`src/rtl/i2c_frame_decoder_if.sv`:
```
// Bus bundle for the passive I2C frame decoder: filtered SCL/SDA line levels
// in, per-byte reports and framing pulses out.
// Optional build macro: I2C_ADDR_MATCH_EN adds the addr_match report.
interface i2c_frame_decoder_if #(
  parameter int BYTE_CNT_W = 8
);
  logic                  scl;
  logic                  sda;
  logic                  start;
  logic                  stop;
  logic [7:0]            data;
  logic                  data_valid;
  logic                  ack;
  logic                  is_addr;
  logic [BYTE_CNT_W-1:0] byte_idx;
  logic                  busy;
  logic                  err;
`ifdef I2C_ADDR_MATCH_EN
  logic                  addr_match;
`endif

  // Bus side: drives the line levels, observes the reports.
  modport master (
    output scl, sda,
    input  start, stop, data, data_valid, ack, is_addr, byte_idx, busy, err
`ifdef I2C_ADDR_MATCH_EN
    , input addr_match
`endif
  );

  // Decoder side: consumes the line levels, produces the reports.
  modport slave (
    input  scl, sda,
    output start, stop, data, data_valid, ack, is_addr, byte_idx, busy, err
`ifdef I2C_ADDR_MATCH_EN
    , output addr_match
`endif
  );
endinterface

```
`src/rtl/i2c_frame_decoder.sv`:
```
// Passive I2C frame decoder. Watches filtered SCL/SDA, detects START,
// repeated START and STOP, shifts bytes in MSB-first on SCL rising edges and
// reports data, ACK bit, byte position and framing errors. Never drives the bus.
// Event pulses appear two clocks after the line change is first sampled.
// Optional build macro: I2C_ADDR_MATCH_EN (adds SLAVE_ADDR and addr_match).
module i2c_frame_decoder #(
  parameter int BYTE_CNT_W = 8
`ifdef I2C_ADDR_MATCH_EN
  , parameter logic [6:0] SLAVE_ADDR = 7'h50
`endif
) (
  input logic               clk,
  input logic               rst,
  i2c_frame_decoder_if.slave bus
);

  typedef enum logic [1:0] {IDLE, DATA, ACKB} state_t;

  // Two-stage line sampling (s = newest, p = previous).
  logic s_scl, s_sda, p_scl, p_sda;

  // Registered bus events decoded from s vs p.
  logic ev_start, ev_stop, ev_rise, ev_bit;

  // FSM state and frame bookkeeping.
  state_t                state, state_d;
  logic [2:0]            bitcnt, bitcnt_d;
  logic [7:0]            shift, shift_d;
  logic [BYTE_CNT_W-1:0] idx, idx_d;
  logic                  first, first_d;

  // Registered outputs.
  logic                  start_q, start_d;
  logic                  stop_q, stop_d;
  logic                  dv_q, dv_d;
  logic                  err_q, err_d;
  logic                  busy_q, busy_d;
  logic [7:0]            data_q, data_d;
  logic                  ack_q, ack_d;
  logic                  is_addr_q, is_addr_d;
  logic [BYTE_CNT_W-1:0] byte_idx_q, byte_idx_d;
  logic                  am_q, am_d;

  // Line sampling stage.
  always_ff @(posedge clk or posedge rst) begin
    if (rst) begin
      // NOTE: stage registers reset to 1 (idle bus) so leaving reset on an idle bus cannot look like a START.
      s_scl <= 1'b1;
      s_sda <= 1'b1;
      p_scl <= 1'b1;
      p_sda <= 1'b1;
    end else begin
      // NOTE: non-blocking so every register samples the pre-edge value; blocking here would collapse s and p into one stage.
      s_scl <= bus.scl;
      s_sda <= bus.sda;
      p_scl <= s_scl;
      p_sda <= s_sda;
    end
  end

  // Event decode; START/STOP need SCL stable high, so they never coincide with a rise.
  always_ff @(posedge clk or posedge rst) begin
    if (rst) begin
      ev_start <= 1'b0;
      ev_stop  <= 1'b0;
      ev_rise  <= 1'b0;
      ev_bit   <= 1'b0;
    end else begin
      ev_start <= p_scl & s_scl & p_sda & ~s_sda;
      ev_stop  <= p_scl & s_scl & ~p_sda & s_sda;
      ev_rise  <= ~p_scl & s_scl;
      ev_bit   <= s_sda;
    end
  end

  // FSM state, bookkeeping and output registers.
  always_ff @(posedge clk or posedge rst) begin
    if (rst) begin
      state      <= IDLE;
      bitcnt     <= '0;
      shift      <= '0;
      idx        <= '0;
      first      <= 1'b0;
      start_q    <= 1'b0;
      stop_q     <= 1'b0;
      dv_q       <= 1'b0;
      err_q      <= 1'b0;
      busy_q     <= 1'b0;
      data_q     <= '0;
      ack_q      <= 1'b0;
      is_addr_q  <= 1'b0;
      byte_idx_q <= '0;
      am_q       <= 1'b0;
    end else begin
      state      <= state_d;
      bitcnt     <= bitcnt_d;
      shift      <= shift_d;
      idx        <= idx_d;
      first      <= first_d;
      start_q    <= start_d;
      stop_q     <= stop_d;
      dv_q       <= dv_d;
      err_q      <= err_d;
      busy_q     <= busy_d;
      data_q     <= data_d;
      ack_q      <= ack_d;
      is_addr_q  <= is_addr_d;
      byte_idx_q <= byte_idx_d;
      am_q       <= am_d;
    end
  end

  // Next-state and next-output logic.
  always_comb begin
    // NOTE: every signal gets a default before the case so no path leaves one unassigned, which would infer a latch.
    state_d    = state;
    bitcnt_d   = bitcnt;
    shift_d    = shift;
    idx_d      = idx;
    first_d    = first;
    start_d    = 1'b0;
    stop_d     = 1'b0;
    dv_d       = 1'b0;
    err_d      = 1'b0;
    busy_d     = busy_q;
    data_d     = data_q;
    ack_d      = ack_q;
    is_addr_d  = is_addr_q;
    byte_idx_d = byte_idx_q;
    am_d       = am_q;

    unique case (state)
      IDLE: begin
        // Clock edges and STOPs on an idle bus are not ours to report.
        if (ev_start) begin
          state_d  = DATA;
          bitcnt_d = '0;
          idx_d    = '0;
          first_d  = 1'b1;
          start_d  = 1'b1;
          busy_d   = 1'b1;
          am_d     = 1'b0;
        end
      end

      DATA, ACKB: begin
        if (ev_start) begin
          // Repeated START: restart the frame; a partial byte is a framing error.
          start_d  = 1'b1;
          err_d    = (bitcnt != 3'd0) || (state == ACKB);
          state_d  = DATA;
          bitcnt_d = '0;
          idx_d    = '0;
          first_d  = 1'b1;
          am_d     = 1'b0;
        end else if (ev_stop) begin
          stop_d   = 1'b1;
          err_d    = (bitcnt != 3'd0) || (state == ACKB);
          busy_d   = 1'b0;
          state_d  = IDLE;
          bitcnt_d = '0;
          am_d     = 1'b0;
        end else if (ev_rise) begin
          if (state == DATA) begin
            shift_d  = {shift[6:0], ev_bit};
            // 3-bit counter wraps to 0 on the 8th bit, ready for the next byte.
            bitcnt_d = bitcnt + 3'd1;
            if (bitcnt == 3'd7) state_d = ACKB;
          end else begin
            data_d     = shift;
            ack_d      = ev_bit;
            is_addr_d  = first;
            byte_idx_d = idx;
            dv_d       = 1'b1;
`ifdef I2C_ADDR_MATCH_EN
            am_d       = first && (shift[7:1] == SLAVE_ADDR);
`endif
            first_d    = 1'b0;
            idx_d      = (idx == '1) ? idx : idx + 1'b1;
            bitcnt_d   = '0;
            state_d    = DATA;
          end
        end
      end

      default: state_d = IDLE;
    endcase
  end

  assign bus.start      = start_q;
  assign bus.stop       = stop_q;
  assign bus.data_valid = dv_q;
  assign bus.err        = err_q;
  assign bus.busy       = busy_q;
  assign bus.data       = data_q;
  assign bus.ack        = ack_q;
  assign bus.is_addr    = is_addr_q;
  assign bus.byte_idx   = byte_idx_q;
`ifdef I2C_ADDR_MATCH_EN
  assign bus.addr_match = am_q;
`endif

endmodule

```
`src/flat_wrapper.sv`:
```
// flat-port wrapper written by rule: the top's interface ports become plain ports
module i2c_frame_decoder_flat 
#(
  parameter int BYTE_CNT_W = 8

)
  (clk, rst, bus_scl, bus_sda, bus_start, bus_stop, bus_data, bus_data_valid, bus_ack, bus_is_addr, bus_byte_idx, bus_busy, bus_err);
  i2c_frame_decoder_if #(.BYTE_CNT_W(BYTE_CNT_W)) bus_i ();
  input logic clk;
  input logic rst;
  input wire logic [$bits(bus_i.scl)-1:0] bus_scl;
  input wire logic [$bits(bus_i.sda)-1:0] bus_sda;
  output wire logic [$bits(bus_i.start)-1:0] bus_start;
  output wire logic [$bits(bus_i.stop)-1:0] bus_stop;
  output wire logic [$bits(bus_i.data)-1:0] bus_data;
  output wire logic [$bits(bus_i.data_valid)-1:0] bus_data_valid;
  output wire logic [$bits(bus_i.ack)-1:0] bus_ack;
  output wire logic [$bits(bus_i.is_addr)-1:0] bus_is_addr;
  output wire logic [$bits(bus_i.byte_idx)-1:0] bus_byte_idx;
  output wire logic [$bits(bus_i.busy)-1:0] bus_busy;
  output wire logic [$bits(bus_i.err)-1:0] bus_err;
  assign bus_i.scl = bus_scl;
  assign bus_i.sda = bus_sda;
  assign bus_start = bus_i.start;
  assign bus_stop = bus_i.stop;
  assign bus_data = bus_i.data;
  assign bus_data_valid = bus_i.data_valid;
  assign bus_ack = bus_i.ack;
  assign bus_is_addr = bus_i.is_addr;
  assign bus_byte_idx = bus_i.byte_idx;
  assign bus_busy = bus_i.busy;
  assign bus_err = bus_i.err;
  i2c_frame_decoder #(.BYTE_CNT_W(BYTE_CNT_W)) u_core (.clk(clk), .rst(rst), .bus(bus_i));
endmodule
```
`config.mk`:
```
export PLATFORM = sky130hd
export DESIGN_NAME = i2c_frame_decoder_flat
export DESIGN_NICKNAME = d
export VERILOG_FILES = /design/src/rtl/i2c_frame_decoder_if.sv /design/src/rtl/i2c_frame_decoder.sv /design/src/flat_wrapper.sv
export SDC_FILE = /design/constraint.sdc
export NUM_CORES = 1
export LEC_CHECK = 0
export CAP_MARGIN = 20
export CORE_MARGIN = 4
export CORE_UTILIZATION = 50
export DETAILED_ROUTE_END_ITERATION = 7
export GPL_TIMING_DRIVEN = 0
export PLACE_DENSITY = 0.83
export SLEW_MARGIN = 20
export SYNTH_ARGS = -nofsm -noshare
export SYNTH_HDL_FRONTEND = slang
export SYNTH_SLANG_ARGS = --single-unit
```
`constraint.sdc`:
```
create_clock -name clk -period 2.7 [get_ports clk]
set_clock_uncertainty 0.15 [all_clocks]
set_input_delay 0.675 -clock clk [delete_from_list [all_inputs] [get_ports clk]]
set_output_delay 0.675 -clock clk [all_outputs]
set_load 0.005 [all_outputs]
```
==> results.py, run 1 <==
metrics = {
    "worst_setup_path": {
        "cp_slowest_stage_delay_ps": 500,
        "cp_cell_sequence": "inv_1 > ha_1 > nand2b_1 > buf_6 > nor3_4 > buf_12 > mux2_4",
        "cp.arrival_ps": 2570,
        "crit_type": "register to register",
        "critical_path_required_ps": 2740,
        "crit_slowest_cell": "nor3_4",
        "critical-path-top-delay-family": "simple AND/OR/NAND/NOR gates",
        "crit_buf_inv": 3,
        "start_kind": "register",
        "worstPathMaxFanout": 10,
        "critical_path.endpoint_type": "register",
    },
    "placed_design": {
        "gp_congestion": 0.827,
        "place_area_um2": 2700,
        "pre_cts_slack_ps": 159,
        "port_buffers": 26,
        "place_hpwl_um": 2890,
    },
    "floorplan": {
        "initial_core_util": 0.529,
        "coreArea_um2": 4440,
        "dieArea_um2": 5870,
        "num_rows": 24,
        "io_pins": 27,
        "fp.dieH_um": 76.6,
        "dieWidth_um": 76.6,
    },
    "sta": {
        "slew_headroom": 0.584,
        "period_needed_ps": 2530,
        "fmax_mhz": 395,
        "hold_viol_final": 0,
        "setup_ws_ps": 171,
        "post-route-period-util": 0.937,
        "final.setup.tns_ps": 0,
        "setup-violations-final": 0,
        "slew_viol_final": 0,
        "worst_slew_pin_slew_ps": 621,
        "grt_setup_unrepaired": "no",
    },
    "layout": {
        "diodes": 0,
        "postLayoutCoreUtil": 0.627,
        "design_area_um2": 2790,
        "nets": 221,
        "syn_to_final_growth_pct": 18.5,
        "drive_gt1_frac": 0.240,
    },
    "detailed_routing": {
        "avgRoutedWirePerCell_um": 15.4,
        "drt_pass1_iterations": 4,
        "totalWireLength_um": 3990,
        "viasPerCell": 5.60,
        "drtIter0Drc": 141,
        "vias": 1455,
        "drc": 0,
        "ant_nets": 0,
    },
    "synthesis": {
        "synth_nets": 187,
        "synthTopCellsByCount": "dfrtp_1, mux2_2, ha_1, inv_1, mux2_4",
        "async_flop_share": 1.00,
        "ys_seq_area_frac": 0.566,
        "syn-instance-count": 173,
        "yosys_warnings": 0,
        "synth.top_cell.area_share": 0.521,
        "synth_top_flop_cell": "dfrtp_1",
        "yosysMostFrequentCell": "dfrtp_1",
        "yosysUniqueCellTypes": 42,
        "synth_top_area_cell": "dfrtp_1",
        "synth_edf_count": 0,
        "avgSynthCellArea_um2": 13.6,
        "synth_area_leaders": "dfrtp_1, mux2_2, mux2_4, ha_1, dfstp_2",
        "netlist_area_um2": 2350,
        "ys_ff_latch": 53,
    },
    "clock_network": {
        "cts_sinks": 53,
        "cts.clk_slew.worst_paths_ps": 90,
        "cts-root-buf": "clkbuf_8",
        "cts_tree": "done",
        "post_cts_resized": 0,
        "cts_setup_buffers": 0,
        "clk_latency_ps": 300,
        "cts_max_path_buffers": 2,
        "ctsHoldBuffers": 0,
        "cts_buffers": 5,
        "htreeDepth": 2,
    },
    "global_route": {
        "grt_pass1_vias": 1473,
        "grt_overflow": 0,
        "antenna_found_initial": 0,
        "grt_max_degree": 34,
        "grt_first_pass_wirelength_um": 7130,
        "grt.total_usage": 0.150,
    },
    "power_and_ir_drop": {
        "p_per_area_nw_per_um2": 818,
        "cellLeakagePower_nw": 1.26,
        "ir_drop_uv": 491,
    },
    "outcome": {
        "status": "complete, no violations",
    },
    "min_path": {
        "hold_class": "register to register",
    },
    "job": {
        "maxCapViolations": 0,
    },
}
## layout by cell type, fill, tap and decap left out, types with 2 or more instances in the layout
master           synthesis  routed
nor3b_1                  3       3
clkdlybuf4s50_1          0      26
inv_1                   10       9
buf_12                   1       2
clkbuf_8                 0       5
mux2_2                  19      19
ha_1                    10      10
nand2b_1                 2       2
clkinvlp_4               0       2
a22o_1                   3       3
mux2_4                   9       9
a21boi_0                 2       2
nand2_1                  7       7
dfstp_2                  4       4
a21oi_1                  8       8
nor2_1                   7       7
nand3_1                  5       5
o21ai_0                  3       3
o22a_1                   4       4
mux2i_1                  2       2
dfrtp_1                 49      49
nor2b_2                  1       2
## final cells by class
class	instances	area [um2]
buffer	2	31.3
clock buffer	6	72.6
clock inverter	2	15.0
fill	343	1660
inverter	10	37.5
multi-input combinational	108	955
sequential	53	1330
tap	52	65.1
timing repair buffer	27	280
## registers in the layout (all words and copies together) (netlist names), 2 cells and up
name	count
u_core.bus.data	8
u_core.bus.byte_idx	8
u_core.shift	8
u_core.idx	8
u_core.state	2
u_core.bitcnt	3
## metrics by stage
step	cells	hold slack (ps)	total power (W)
after floorplan	173	208	0.00157
after global placement	251	214	0.00183
after detailed placement	252	221	0.00185
after CTS	260	235	0.00230
after global routing	260	239	0.00243
final	260	232	0.00228
## layer usage
metal  part of all wire  wire [um]  GRT usage  vias up
met5                  0          0          0        -
li1                   -          -          -      685
met3              0.038        153     0.0402        6
met4              0.011         44     0.0380        0
met1               0.47       1870      0.202      738
met2               0.48       1920      0.240       26
## power breakdown
part	total [W]	internal, W	switching, W	leakage, nW
combinational	0.000752	0.000445	0.000306	0.531
clock	0.000436	0.000183	0.000253	0.0374
sequential	0.00109	0.000963	0.000130	0.690
## cell families after synthesis
logic type	after synthesis	share of synthesized area
AO/OA/AOI/OAI	29	0.0920
XOR/XNOR	1	0.00372
flip-flops	53	0.566
multiplexers	30	0.157
buffers and inverters	12	0.0293
adder cells (fa/ha/maj)	10	0.0532
AND/OR/NAND/NOR	38	0.0989
## path summary, 6_finish.rpt
kind                                       from                endpoint  slack, ps  cells past startpoint
worst max-delay path            u_core.state[0]      u_core.bus.data[2]        170                      7
worst min-delay path               u_core.s_scl            u_core.p_scl        230                      0
worst max register to register  u_core.state[0]      u_core.bus.data[2]        170                      7
worst min register to register     u_core.s_scl            u_core.p_scl        230                      0
max in group asynchronous                   rst  u_core.bus.byte_idx[6]       1350                      3
min in group asynchronous                   rst         u_core.bus.busy        540                      2
Note: power is estimated with default switching activity, not from simulation.
==> run 2: changes to the inputs <==
ABC_CLOCK_PERIOD_IN_PS = 2700   (was default)
==> results of run 2 <==
The final DEF is identical to that of run 1; final timing and power are the same.
